File: src/rtl/ev_counter_mc.sv
// Multi-channel edge-event counter with sync, per-channel clear, sticky ovf.
// Define EV_CNT_SAT_EN to saturate counters instead of wrapping.
module ev_counter_mc #(
  parameter int CH          = 4,
  parameter int CNT_W       = 32,
  parameter int SYNC_STAGES = 2,
  localparam int SEL_W      = (CH > 1) ? $clog2(CH) : 1
) (
  input  logic             clk_i,
  input  logic             rst_i,
  input  logic [CH-1:0]    ev_i,
  input  logic [1:0]       edge_mode_i,
  input  logic             en_i,
  input  logic [CH-1:0]    clr_i,
  input  logic [SEL_W-1:0] sel_i,
  output logic [CNT_W-1:0] cnt_o,
  output logic [CH-1:0]    ovf_o
);

  logic [CH-1:0] s;

  generate
    if (SYNC_STAGES == 0) begin : g_nosync
      assign s = ev_i;
    end else begin : g_sync
      logic [CH-1:0] sync_q [SYNC_STAGES];
      logic [CH-1:0] sync_d [SYNC_STAGES];

      always_comb begin
        sync_d[0] = ev_i;
        for (int i = 1; i < SYNC_STAGES; i++) begin
          sync_d[i] = sync_q[i-1];
        end
      end

      always_ff @(posedge clk_i or negedge rst_i) begin
        if (!rst_i) begin
          for (int i = 0; i < SYNC_STAGES; i++) begin
            sync_q[i] <= '0;
          end
        end else begin
          for (int i = 0; i < SYNC_STAGES; i++) begin
            sync_q[i] <= sync_d[i];
          end
        end
      end

      assign s = sync_q[SYNC_STAGES-1];
    end
  endgenerate

  logic [CH-1:0]    evh_q, evh_d;
  logic [CH-1:0]    rise, fall, hit;
  logic [CNT_W-1:0] cnt_q [CH];
  logic [CNT_W-1:0] cnt_d [CH];
  logic [CH-1:0]    ovf_q, ovf_d;
  logic [CNT_W-1:0] rd_q, rd_d;

  // History always follows s so edges seen while disabled are consumed
  always_comb begin
    evh_d = s;
    rise  = s & ~evh_q;
    fall  = ~s & evh_q;
    case (edge_mode_i)
      2'b00:   hit = rise;
      2'b01:   hit = fall;
      2'b10:   hit = rise | fall;
      default: hit = '0;
    endcase
  end

  always_comb begin
    ovf_d = ovf_q;
    for (int n = 0; n < CH; n++) begin
      cnt_d[n] = cnt_q[n];
      if (clr_i[n]) begin
        cnt_d[n] = '0;
        ovf_d[n] = 1'b0;
      end else if (en_i && hit[n]) begin
        if (&cnt_q[n]) begin
          ovf_d[n] = 1'b1;
`ifdef EV_CNT_SAT_EN
          cnt_d[n] = cnt_q[n];
`else
          cnt_d[n] = '0;
`endif
        end else begin
          cnt_d[n] = cnt_q[n] + CNT_W'(1);
        end
      end
    end
  end

  always_comb begin
    rd_d = '0;
    if (int'(sel_i) < CH) begin
      rd_d = cnt_q[sel_i];
    end
  end

  always_ff @(posedge clk_i or negedge rst_i) begin
    if (!rst_i) begin
      evh_q <= '0;
      ovf_q <= '0;
      rd_q  <= '0;
      for (int n = 0; n < CH; n++) begin
        cnt_q[n] <= '0;
      end
    end else begin
      evh_q <= evh_d;
      ovf_q <= ovf_d;
      rd_q  <= rd_d;
      for (int n = 0; n < CH; n++) begin
        cnt_q[n] <= cnt_d[n];
      end
    end
  end

  assign cnt_o = rd_q;
  assign ovf_o = ovf_q;

endmodule

File: config.mk
export PLATFORM = sky130hd
export DESIGN_NAME = ev_counter_mc
export DESIGN_NICKNAME = d
export VERILOG_FILES = /design/src/rtl/ev_counter_mc.sv
export SDC_FILE = /design/constraint.sdc
export NUM_CORES = 1
export LEC_CHECK = 0
export BUFFER_PORTS_ARGS = -buffer_cell sky130_fd_sc_hd__buf_4
export CAP_MARGIN = 5
export CORE_ASPECT_RATIO = 0.5
export CORE_MARGIN = 5
export CORE_UTILIZATION = 50
export CTS_CLUSTER_SIZE = 40
export DETAILED_ROUTE_END_ITERATION = 8
export PLACE_DENSITY = 0.73
export SETUP_SLACK_MARGIN = 0.2
export SLEW_MARGIN = 10
export SYNTH_ARGS = -nofsm -noshare
export SYNTH_HDL_FRONTEND = slang
export SYNTH_SLANG_ARGS = --single-unit
export TNS_END_PERCENT = 30
File: constraint.sdc
create_clock -name clk_i -period 5.3 [get_ports clk_i]
set_input_delay 0.265 -clock clk_i [delete_from_list [all_inputs] [get_ports clk_i]]
set_output_delay 0.265 -clock clk_i [all_outputs]
set_load 0.02 [all_outputs]
Word-level counts from Yosys, hierarchy flattened
Index checks and enable logic that the tools add are counted.
{"block": "word_totals", "word_cells": 74, "out_inout_bits": 36, "reg_bits": 176, "in_bits": 15}
{"block": "op_classes", "n_reduce_logical": 21, "addsub": 4, "n_eq_ne": 2, "muxes": 28, "n_bitwise": 6, "n_lt_le_gt_ge": 1}
{"cell": "$mux 32", "n": 14}
{"cell": "$add 32x1->32 const B", "n": 4}
{"cell": "$reduce_and 32->1", "n": 4}
{"cell": "$bmux 32 s2", "n": 1}
{"cell": "$reduce_bool 2->1", "n": 8}
{"cell": "$mux 1", "n": 12}
{"cell": "$pmux 4 s3", "n": 1}
{"cell": "$and 4x4->4", "n": 2}
{"cell": "$not 4->4", "n": 2}
{"cell": "$reduce_and 2->1", "n": 4}
{"cell": "$logic_and 1x1->1", "n": 4}
{"cell": "$or 4x4->4", "n": 1}
{"cell": "$ge 3x3->1 const B", "n": 1}
{"cell": "$not 2->3", "n": 1}
{"cell": "$eq 2x1->1 const B", "n": 1}
{"cell": "$eq 2x2->1 const B", "n": 1}
{"cell": "$logic_not 2->1", "n": 1}

Logic depth before layout (Yosys ltp)
Gate-level depths: netlist of run 1.
{"block": "logic_depth", "ltp_word": 7, "ltp_mapped": 9}

Least setup slack after synthesis of run 1
OpenSTA, ideal clock, no wires.
{"block": "synth_path", "path_kind": "register to register", "start": "register cnt_q[8] in the netlist's numbering", "end": "register cnt_q[24] in the netlist's numbering", "synth_period_minus_slack_ns": 1.939, "stages_incl_launch_ff": 8, "setup_slack_ns": 3.361, "arrival_time_ns": 1.862, "required_ns": 5.222, "cell_sequence": "dfrtp_1 > buf_6 > and4_4 > nand2_4 > or3_4 > buf_6 > or4_1 > a21oi_1"}
{"block": "synth_via", "elab_chain_len": 4, "word_cells_on_any_way": 5, "classes_between": "add/sub (1); mux (3); reduce/logical (1)"}
{"element": "start: declaration", "line_no": "54", "source": "logic [CNT_W-1:0] cnt_q [CH];"}
{"element": "start signal: indexed assignment", "line_no": "114", "source": "cnt_q[n] <= cnt_d[n];"}
{"element": "$add 32x1->32 / $reduce_and 32->1 (equally long branches)", "line_no": "88, 80"}
{"element": "$mux 32 *", "line_no": "80", "source": "if (&cnt_q[n]) begin"}
{"element": "$mux 32 *", "line_no": "79", "source": "end else if (en_i && hit[n]) begin"}
{"element": "$mux 32 *", "line_no": "76", "source": "if (clr_i[n]) begin"}
Mark *: on every way between the ends. The rest lies on a longest branch, timed or not. The select of a mux whose other input is x is not followed.
A chain may end at the register's enable or synchronous reset.

Worst setup path after layout of run 1
{"block": "layout_path", "start": "register cnt_q[0] in the netlist's numbering", "end": "register cnt_q[16] in the netlist's numbering"}
The elaborated chain is that of the path after synthesis.

==> results of run 1 <==
==> synthesized netlist by cell type (all sizes together) (3+ instances only) <==
library cell	instances
nor3	8
nand4	34
o21ai	33
o21bai	3
or4	31
nand3	52
dfrtp	176
nor2	77
clkbuf	17
a2111oi	13
mux4	32
or3	28
nand2	63
xnor2	47
and3	10
and4	15
buf	28
and2	4
a31o	6
nand3b	3
o211ai	11
o2111ai	5
or2	4
inv	20
nor2b	4
xor2	18
ha	12
a211oi	21
nor4	7
o31ai	26
a31oi	6
a21oi	69
a41oi	3
==> repair_timing <==
action                    CTS  global route
resized for setup           0             0
hold buffers                4             0
hold endpoints to repair    4             0
==> worst max-delay path by stage <==
stage | startpoint | end | slack [ps] | depth (start not counted)
2_1_floorplan | cnt_q[8] | cnt_q[24] | 3360 | 7
3_3_place_gp | edge_mode_i[1] | cnt_q[39] | 2250 | 6
3_5_place_dp | edge_mode_i[1] | cnt_q[62] | 2140 | 6
4_1_cts | cnt_q[0] | cnt_q[16] | 2400 | 6
5_1_grt | cnt_q[0] | cnt_q[10] | 2190 | 6
6_report | cnt_q[0] | cnt_q[16] | 2420 | 6
==> critical path, delay by kind of cell (launching register included) <==
family	cells	cell delay, ps
simple gates	4	1620
flops	1	490
fa+ha+maj	1	340
compound gates	1	260
==> registers in the layout (all words and copies together) (netlist names) <==
register and cells:
g_sync.sync_d 4, ovf_o 4, evh_q 4, evh_d 4, cnt_o 32, cnt_q 128
==> cells in the final DEF, fill, tap and decap left out, types with 3 or more instances in the layout <==
master,instances
a211oi_1,21
and4_1,14
nand3_1,52
a21oi_1,69
xor2_1,18
xnor2_1,47
nor3_1,8
inv_1,20
and3_1,9
or4_1,31
inv_8,3
o31ai_1,26
a2111oi_0,10
o2111ai_1,5
nor2b_1,4
a31oi_1,6
nand2_1,62
clkinv_8,3
mux4_2,30
nor4_4,3
and2_1,4
nand4_1,33
nor4_1,4
inv_6,4
nor2_1,76
o211ai_1,11
o21ai_0,29
a41oi_1,3
buf_4,56
ha_1,12
dlygate4sd3_1,4
or3_1,27
or2_2,4
clkbuf_16,17
a31o_2,6
dfrtp_1,176
nand3b_1,3
==> routing by layer <==
layer  track usage (%)  vias to the layer above
met5                 0                        -
met3              7.13                       41
li1                  -                     3462
met2              35.7                      376
met1              34.9                     3851
met4              6.59                        0
==> through the flow <==
| step | cells | cell area, sq um | hold slack (ps) |
|---|---|---|---|
| after global placement | 1168 | 9940 | 332 |
| after CTS | 1204 | 10600 | 2.91 |
| after global routing | 1204 | 10600 | 23.0 |
| final | 1204 | 10600 | -39.3 |
| after floorplan | 897 | 9400 | -30.6 |
| after detailed placement | 1168 | 9940 | 335 |
==> power groups by stage <==
stage	sequential [W]	clock (W)	combinational (W)
2_1_floorplan	0.00139	0	0.0000812
4_1_cts	0.00137	0.00126	0.000148
3_3_place_gp	0.00140	0	0.000143
5_1_grt	0.00137	0.00132	0.000164
3_5_place_dp	0.00140	0	0.000145
6_report	0.00137	0.00125	0.000148
==> cell families (layout without fill, tap and decap cells) <==
| kind of cell | after synthesis | after routing | share of synthesized area, % |
|---|---|---|---|
| and+or+nand+nor | 342 | 342 | 20.0 |
| adders and majority gates | 12 | 12 | 1.60 |
| DFF | 176 | 176 | 46.9 |
| buffers and inverters | 65 | 113 | 3.17 |
| muxes | 32 | 32 | 7.75 |
| AOI/OAI and AO/OA | 205 | 205 | 14.6 |
| xor gates and xnor gates | 65 | 65 | 6.06 |
==> final cells by class <==
class	count	area [sq um]
Fill cell	1528	7870
Multi-Input combinational cell	656	4710
Sequential cell	176	4400
Timing Repair Buffer	61	472
Clock buffer	18	439
Tap cell	259	324
Clock inverter	14	148
Inverter	20	75.1
==> impl_metrics.yaml, run 1 <==
grt:
  grt_pass1_vias: 7310
  grt_max_degree: 106
  antenna_found_initial: 0
  overflow: 0
  grt_pass1_wl_um: 41300
  track_usage_pct: 24.2
sta:
  max_freq_ghz: 0.347
  grt_setup_unrepaired: "no"
  finalSetupViolCount: 0
  relSlewSlack_pct: 14.1
  tightest_slew_ps: 1290
  tns_ps: 0
  hold_ws_ps: -39.3
  fin_crit_sh_pct: 54.4
  final_max_slew_viol_count: 0
  hold_viol_final: 47
  finalClockSkew_ps: 12.3
  post-route-min-period_ps: 2880
  timing.final.ws_setup_ps: 2420
routing:
  antenna_left: 0
  routed.top_layer: "met4"
  drtPass1Iterations: 5
  wl_per_cell_um: 21.4
  wl_met3_um: 2680
  vias: 7730
  wl_met1_um: 11000
  drc: 0
  routed_via_density: 6.42
  drt-initial-drc-count: 819
  dr_wl_met2_um: 11600
  drt_wl_total_um: 25800
floorplan:
  pin_count: 51
  core_area_sq_mm: 0.0184
  die_x_um: 204
  fp.dieH_um: 107
  start_util_pct: 51.0
  fp.dieArea_sq_mm: 0.0218
  num_rows: 35
critical_path:
  cp_slowest_cell: "nor2_2"
  critPathKind: "register to register"
  arrival_ps: 3160
  crit_required_ps: 5580
  start_kind: "register"
  critPathMaxFanout: 28
  reg2reg_to: "cnt_q[16]"
  timing.rr.start: "cnt_q[0]"
  ff2ff_path_depth: 6
  crit_path_cell_trace: "ha_1, nand4_1, nor4_1, a31oi_1, nor2_2, nor2_1"
  cp-end-kind: "register"
  max_stage_delay_ps: 910
  reg2reg_slack_ps: 2420
cts:
  clk_pin_slew_ps: 70
  clkSinkCount: 176
  cts_setup_buffers: 0
  clock_tree.root_cell: "clkbuf_16"
  clock_path_buffers: 2
  cts_tree: "yes"
  clk_latency_ps: 440
  htree_levels: 4
  cts_buffers: 17
synthesis:
  synth_cell_type_count: 57
  yosysSeqAreaShare_pct: 46.9
  synth.area.top_cells: "dfrtp_1, mux4_2, xnor2_1"
  synth_cells: 897
  syn_area_sq_mm: 0.00940
  synth.avg_cell_area_sq_um: 10.5
  ys_dominant_reg_cell: "dfrtp_1"
  synth_edf_count: 0
  ys_ff_latch: 176
  synth.top_cell.area_share_pct: 46.9
  synth_area_leader_cell: "dfrtp_1"
  yosysWarnings: 0
  async_flop_share_pct: 100
  syn-num-nets: 924
finish:
  drive_gt1_share_pct: 15.8
  syn2layout_area_growth_pct: 12.5
  final_util_pct: 57.3
  antennaDiodeCount: 0
  final_nets: 959
power_and_ir_drop:
  swShare_pct: 26.4
  vdd_drop_max_mv: 0.210
  pwr-share-comb_pct: 5.3
  leakagePower_nw: 4.21
  internal-power_w: 0.00204
  power_density_mw_per_mm2: 262
  sequentialPowerShare_pct: 49.5
  power_switching_w: 0.000732
  clkPwrFrac_pct: 45.1
  p_total_w: 0.00277
status:
  status: "finished with violations"
  violations: "hold timing"
placed_design:
  place_congestion: 0.894
  dp_hpwl_um: 18300
  place.port_buffers: 50
  place_ws_ps: 2140
hold_path:
  hold_class: "primary input to async pin"
job:
  drv_cap: 0
(Power assumes the default switching activity.)
==> run 2: changes to the inputs <==
--- a/config.mk
+++ b/config.mk
@@ -5,6 +5,7 @@
 export SDC_FILE = /design/constraint.sdc
 export NUM_CORES = 1
 export LEC_CHECK = 0
+export ABC_AREA = 1
 export BUFFER_PORTS_ARGS = -buffer_cell sky130_fd_sc_hd__buf_4
 export CAP_MARGIN = 5
 export CORE_ASPECT_RATIO = 0.5
==> constraint.sdc (replaced) <==
create_clock -name clk_i -period 2.7 [get_ports clk_i]
set_input_delay 0.135 -clock clk_i [delete_from_list [all_inputs] [get_ports clk_i]]
set_output_delay 0.135 -clock clk_i [all_outputs]
set_load 0.02 [all_outputs]
==> impl_metrics.yaml, run 2 <==
status:
  status: "complete, no violations"
synthesis:
  synth_area_leader_cell: "dfrtp_1"
  synth_cells: 1584
  syn-num-nets: 1611
  synth_cell_type_count: 30
  yosys.cell_count.top_type: "nand2_1"
  synth.top_cell.area_share_pct: 40.9
  synth_common_cells: "nand2_1, nor2_1, dfrtp_1, inv_1, nand3_1"
  synth.area.top_cells: "dfrtp_1, nand2_1, nor2_1"
  yosysWarnings: 0
  ys_dominant_reg_cell: "dfrtp_1"
  synth_edf_count: 0
  async_flop_share_pct: 100
  yosysSeqAreaShare_pct: 40.9
  synth.avg_cell_area_sq_um: 6.80
  ys_ff_latch: 176
  syn_area_sq_mm: 0.0108
sta:
  post-route-min-period_ps: 2100
  timing.final.ws_setup_ps: 604
  relSlewSlack_pct: 58.0
  max_freq_ghz: 0.477
  tightest_slew_ps: 630
  tns_ps: 0
  grt_setup_unrepaired: "no"
  final_max_slew_viol_count: 0
  fin_crit_sh_pct: 77.6
  finalSetupViolCount: 0
  hold_viol_final: 0
  finalClockSkew_ps: 8.62
cts:
  clock_tree.root_cell: "clkbuf_16"
  clkSinkCount: 176
  post_cts_resized: 0
  htree_levels: 4
  clk_latency_ps: 450
  cts_buffers: 17
  clk_pin_slew_ps: 70
  clock_path_buffers: 2
  postCtsHoldBufs: 9
  cts_setup_buffers: 0
  cts_tree: "yes"
floorplan:
  core_area_sq_mm: 0.0209
  num_rows: 37
  pin_count: 51
  die_x_um: 218
  start_util_pct: 51.6
  fp.dieArea_sq_mm: 0.0248
  fp.dieH_um: 114
routing:
  dr_wl_met2_um: 14100
  drtPass1Iterations: 6
  wl_met3_um: 3450
  drt-initial-drc-count: 1266
  wl_met1_um: 14800
  antenna_left: 0
  vias: 10800
  routed_via_density: 5.57
  routed.top_layer: "met4"
  drc: 0
  wl_per_cell_um: 16.9
  drt_wl_total_um: 32700
placed_design:
  dp_hpwl_um: 24600
  place.port_buffers: 50
  place_ws_ps: 684
  postPlaceCellArea_sq_mm: 0.0114
  place_congestion: 0.984
power_and_ir_drop:
  clkPwrFrac_pct: 42.7
  power_switching_w: 0.00163
  vdd_drop_max_mv: 0.349
  internal-power_w: 0.00407
  pwr-share-comb_pct: 9.8
  swShare_pct: 28.6
  sequentialPowerShare_pct: 47.5
  power_density_mw_per_mm2: 474
  leakagePower_nw: 5.40
finish:
  final_util_pct: 57.6
  largest_register: "cnt_q"
  nFillCells: 1985
  syn2layout_area_growth_pct: 11.6
  regArea_sq_mm: 0.00440
  final_nets: 1654
  drive_gt1_share_pct: 9.39
  layout_commonest_cell: "nand2_1"
  largest_reg_flops: 128
  multi_input_comb_area_sq_mm: 0.00549
  antennaDiodeCount: 0
  stdcell_area_sq_mm: 0.0120
  final_cell_mix: "nand2_1, nor2_1, dfrtp_1, inv_1, nand3_1"
grt:
  grt_pass1_wl_um: 52900
  antenna_found_initial: 0
  overflow: 0
  grt_pass1_vias: 9854
  grt_max_degree: 58
  track_usage_pct: 27.1
critical_path:
  critPathMaxFanout: 17
  critPathKind: "register to register"
  cp-end-kind: "register"
  crit_required_ps: 3040
  arrival_ps: 2440
  start_kind: "register"
hold_path:
  hold_class: "primary input to register"
job:
  drv_cap: 0
## run 2: cell count changes after synthesis, sizes merged, moves of 14 or more
cell	before	now
nand2	63	465
nor2	77	316
inv	20	153
nand3	52	139
o21ai	33	90
xnor2	47	3
a21oi	69	103
mux4	32	0
or4	31	0
or3	28	0
a211oi	21	0
o31ai	26	5
and4	15	0
xor2	18	4
## run 2: metal layers
metal | GRT usage [%] | vias up
met5 | 0 | -
met4 | 5.09 | 0
met3 | 8.09 | 36
met2 | 40.7 | 441
met1 | 39.5 | 5135
li1 | - | 5150
## run 2: worst max-delay path: stages (launching register included)
cell	delay, ps
dfrtp_1	350
inv_1	50
ha_1	280
nand3b_1	160
nand3_1	80
nand2_2	130
nand2_2	320
buf_4	270
nand3_1	140
nor2_1	150
nor2_1	60
## run 2: kinds of logic (layout without fill, tap and decap cells)
| logic type | count (synthesis) | count (layout) | share of synthesized area (%) |
|---|---|---|---|
| simple gates | 975 | 975 | 38.6 |
| flops | 176 | 176 | 40.9 |
| compound gates | 213 | 213 | 10.4 |
| xor+xnor | 7 | 7 | 0.569 |
| buf+inv | 201 | 257 | 8.15 |
| fa+ha+maj | 12 | 12 | 1.39 |
## run 2: area by class of cell
class | count | share of cell area (%)
Clock inverter | 15 | 1.21
Multi-Input combinational cell | 1207 | 45.7
Inverter | 153 | 4.78
Clock buffer | 17 | 3.54
Timing Repair Buffer | 72 | 5.13
Tap cell | 292 | 3.04
Sequential cell | 176 | 36.6
## run 2: worst paths after layout
check,startpoint,end,slack (ps),depth (start not counted)
max,evh_q[3],cnt_q[21],600,10
min,sel_i[1],cnt_o[26],30,3
max reg2reg,evh_q[3],cnt_q[21],600,10
min reg2reg,g_sync.sync_d[0],evh_d[0],350,0
max in group asynchronous,rst_i,cnt_q[13],1710,3
min in group asynchronous,rst_i,cnt_q[75],220,2
## run 2: power groups by stage
stage	registers, W	clock network, W	logic [W]
after global routing	0.00271	0.00259	0.000613
after detailed placement	0.00276	0	0.000544
after CTS	0.00271	0.00247	0.000556
after global placement	0.00276	0	0.000533
final	0.00271	0.00243	0.000560
after floorplan	0.00280	0	0.000281
## run 2: through the flow
step                      hold slack (ps)  power, W  instances
after global placement                149   0.00329       1891
after global routing                 36.3   0.00591       1932
after CTS                            17.5   0.00573       1932
after floorplan                      -161   0.00308       1584
final                                30.1   0.00570       1932
after detailed placement              151   0.00330       1891
==> run 3: changes to the inputs <==
--- a/config.mk
+++ b/config.mk
@@ -13,7 +13,7 @@
 export CORE_UTILIZATION = 50
 export CTS_CLUSTER_SIZE = 40
 export DETAILED_ROUTE_END_ITERATION = 8
-export PLACE_DENSITY = 0.73
+export PLACE_DENSITY = 0.76
 export SETUP_SLACK_MARGIN = 0.2
 export SLEW_MARGIN = 10
 export SYNTH_ARGS = -nofsm -noshare
==> constraint.sdc (replaced) <==
create_clock -name clk_i -period 1.8 [get_ports clk_i]
set_input_delay 0.09 -clock clk_i [delete_from_list [all_inputs] [get_ports clk_i]]
set_output_delay 0.09 -clock clk_i [all_outputs]
set_load 0.02 [all_outputs]
==> impl_metrics.yaml, run 3 (same netlist as run 2, synthesis figures left out) <==
sta:
  finalSetupViolCount: 0
  grt_setup_unrepaired: "yes"
  tightest_slew_ps: 688
  relSlewSlack_pct: 53.6
  post-route-min-period_ps: 1790
  finalClockSkew_ps: 14.5
  hold_viol_final: 0
  max_freq_ghz: 0.560
  final_max_slew_viol_count: 0
  tns_ps: 0
  fin_crit_sh_pct: 99.2
  timing.final.ws_setup_ps: 13.8
status:
  status: "complete, no violations"
finish:
  syn2layout_area_growth_pct: 32.6
  final_nets: 1778
  layout_commonest_cell: "nand2_1"
  stdcell_area_sq_mm: 0.0143
  largest_reg_flops: 128
  final_cells: 2054
  antennaDiodeCount: 0
  largest_register: "cnt_q"
  final_cell_mix: "nand2_1, nor2_1, dfrtp_1, inv_1, buf_4"
  drive_gt1_share_pct: 25.7
  final_util_pct: 68.4
routing:
  wl_met1_um: 15700
  drt-initial-drc-count: 1482
  drtPass1Iterations: 7
  wl_met3_um: 4920
  dr_wl_met2_um: 16700
  routed_via_density: 5.82
  routed.top_layer: "met4"
  antenna_left: 0
  drc: 0
  vias: 12000
  wl_per_cell_um: 18.8
  drt_wl_total_um: 38600
floorplan:
  fp.dieH_um: 114
  num_rows: 37
  pin_count: 51
  fp.dieArea_sq_mm: 0.0248
  start_util_pct: 51.6
  die_x_um: 218
  core_area_sq_mm: 0.0209
critical_path:
  start_kind: "register"
  critPathKind: "register to register"
  critPathMaxFanout: 13
  cp-end-kind: "register"
  arrival_ps: 2130
  setup.worst_path.start: "cnt_q[0]"
  timing.rr.start: "cnt_q[0]"
  crit_required_ps: 2140
placed_design:
  placed_cells_incl_taps: 1962
  postPlaceCellArea_sq_mm: 0.0120
  place.port_buffers: 50
  dp_hpwl_um: 26300
  place_ws_ps: -34.3
  place_congestion: 0.970
power_and_ir_drop:
  vdd_drop_max_mv: 0.596
  power_density_mw_per_mm2: 649
  leakagePower_nw: 6.34
cts:
  clock_path_buffers: 2
  clk_pin_slew_ps: 80
  clk_latency_ps: 460
  clkSinkCount: 176
  clock_tree.root_cell: "clkbuf_16"
  htree_levels: 4
  cts_buffers: 17
  cts_tree: "yes"
grt:
  grt_max_degree: 52
  track_usage_pct: 29.9
  grt_pass1_wl_um: 58100
  overflow: 0
  grt_pass1_vias: 11000
  antenna_found_initial: 0
hold_path:
  holdCritStartpoint: "sel_i[0]"
  hold_class: "primary input to register"
job:
  drv_cap: 0
## run 3: changes by cell type in the layout (fill, tap and decap cells not counted), moves of 15 or more
cell,previous run,this run
nand2_4,7,22
dfrtp_1,176,149
nand3_2,5,29
dfrtp_2,0,27
nand3_1,134,107
a21oi_1,101,66
nand2_1,441,399
nand2_2,17,37
a21oi_2,0,33
nor2_2,13,36
buf_4,58,142
nor2_1,298,267
## run 3: report_power, final
group          switching [W]  internal, W  total (W)
Combinational       0.000799     0.000491    0.00129
Sequential         0.0000308      0.00403    0.00406
Clock                0.00164      0.00228    0.00391
## run 3: worst max-delay path, stage by stage (launching register included)
cell	delay, ps
dfrtp_1	380
ha_2	210
nand2_2	90
nor2_4	150
nand2_4	100
nor2_4	140
nand2_2	80
nand2_4	190
nand2_8	150
nand2_1	110
nor2_1	60
## run 3: worst paths after layout
check / endpoint / cells past startpoint / slack [ps]
setup reg to reg: cnt_q[4] / 10 / 10
max in group asynchronous: cnt_q[45] / 3 / 990
hold reg to reg: evh_d[1] / 0 / 350
min in group asynchronous: cnt_q[81] / 2 / 160
setup / recovery: cnt_q[4] / 10 / 10
hold / removal: cnt_o[25] / 4 / 60
## run 3: final cells by class
cell class | instances | area, sq um
clock buffer | 21 | 470
clock inverter | 9 | 131
fill | 1680 | 6600
inverter | 153 | 596
multi-input combinational | 1212 | 6360
sequential | 176 | 4440
tap | 292 | 365
timing repair buffer | 191 | 1920
## run 3: per-stage QoR
stage / hold slack, ps / total power (W)
CTS: 47.6 / 0.00907
floorplan: -206 / 0.00462
global placement: 77.6 / 0.00499
finish: 62.5 / 0.00926
global route: 86.8 / 0.00957
detailed placement: 82.3 / 0.00501
## run 3: per-layer routing
metal | up-vias | track usage (%)
met2 | 728 | 46.1
met1 | 5642 | 41.1
met5 | - | 0
met3 | 147 | 8.86
met4 | 0 | 9.26
li1 | 5434 | -
## run 3: repair_timing
action | 4_1_cts | 5_1_grt
pin swaps | 18 | 84
resized for setup | 57 | 201
endpoints found under the hold margin | 64 | 0
gates cloned | 6 | 10
buffers inserted | 21 | 15
endpoints found under the setup margin | 115 | 134
hold buffers | 10 | 0
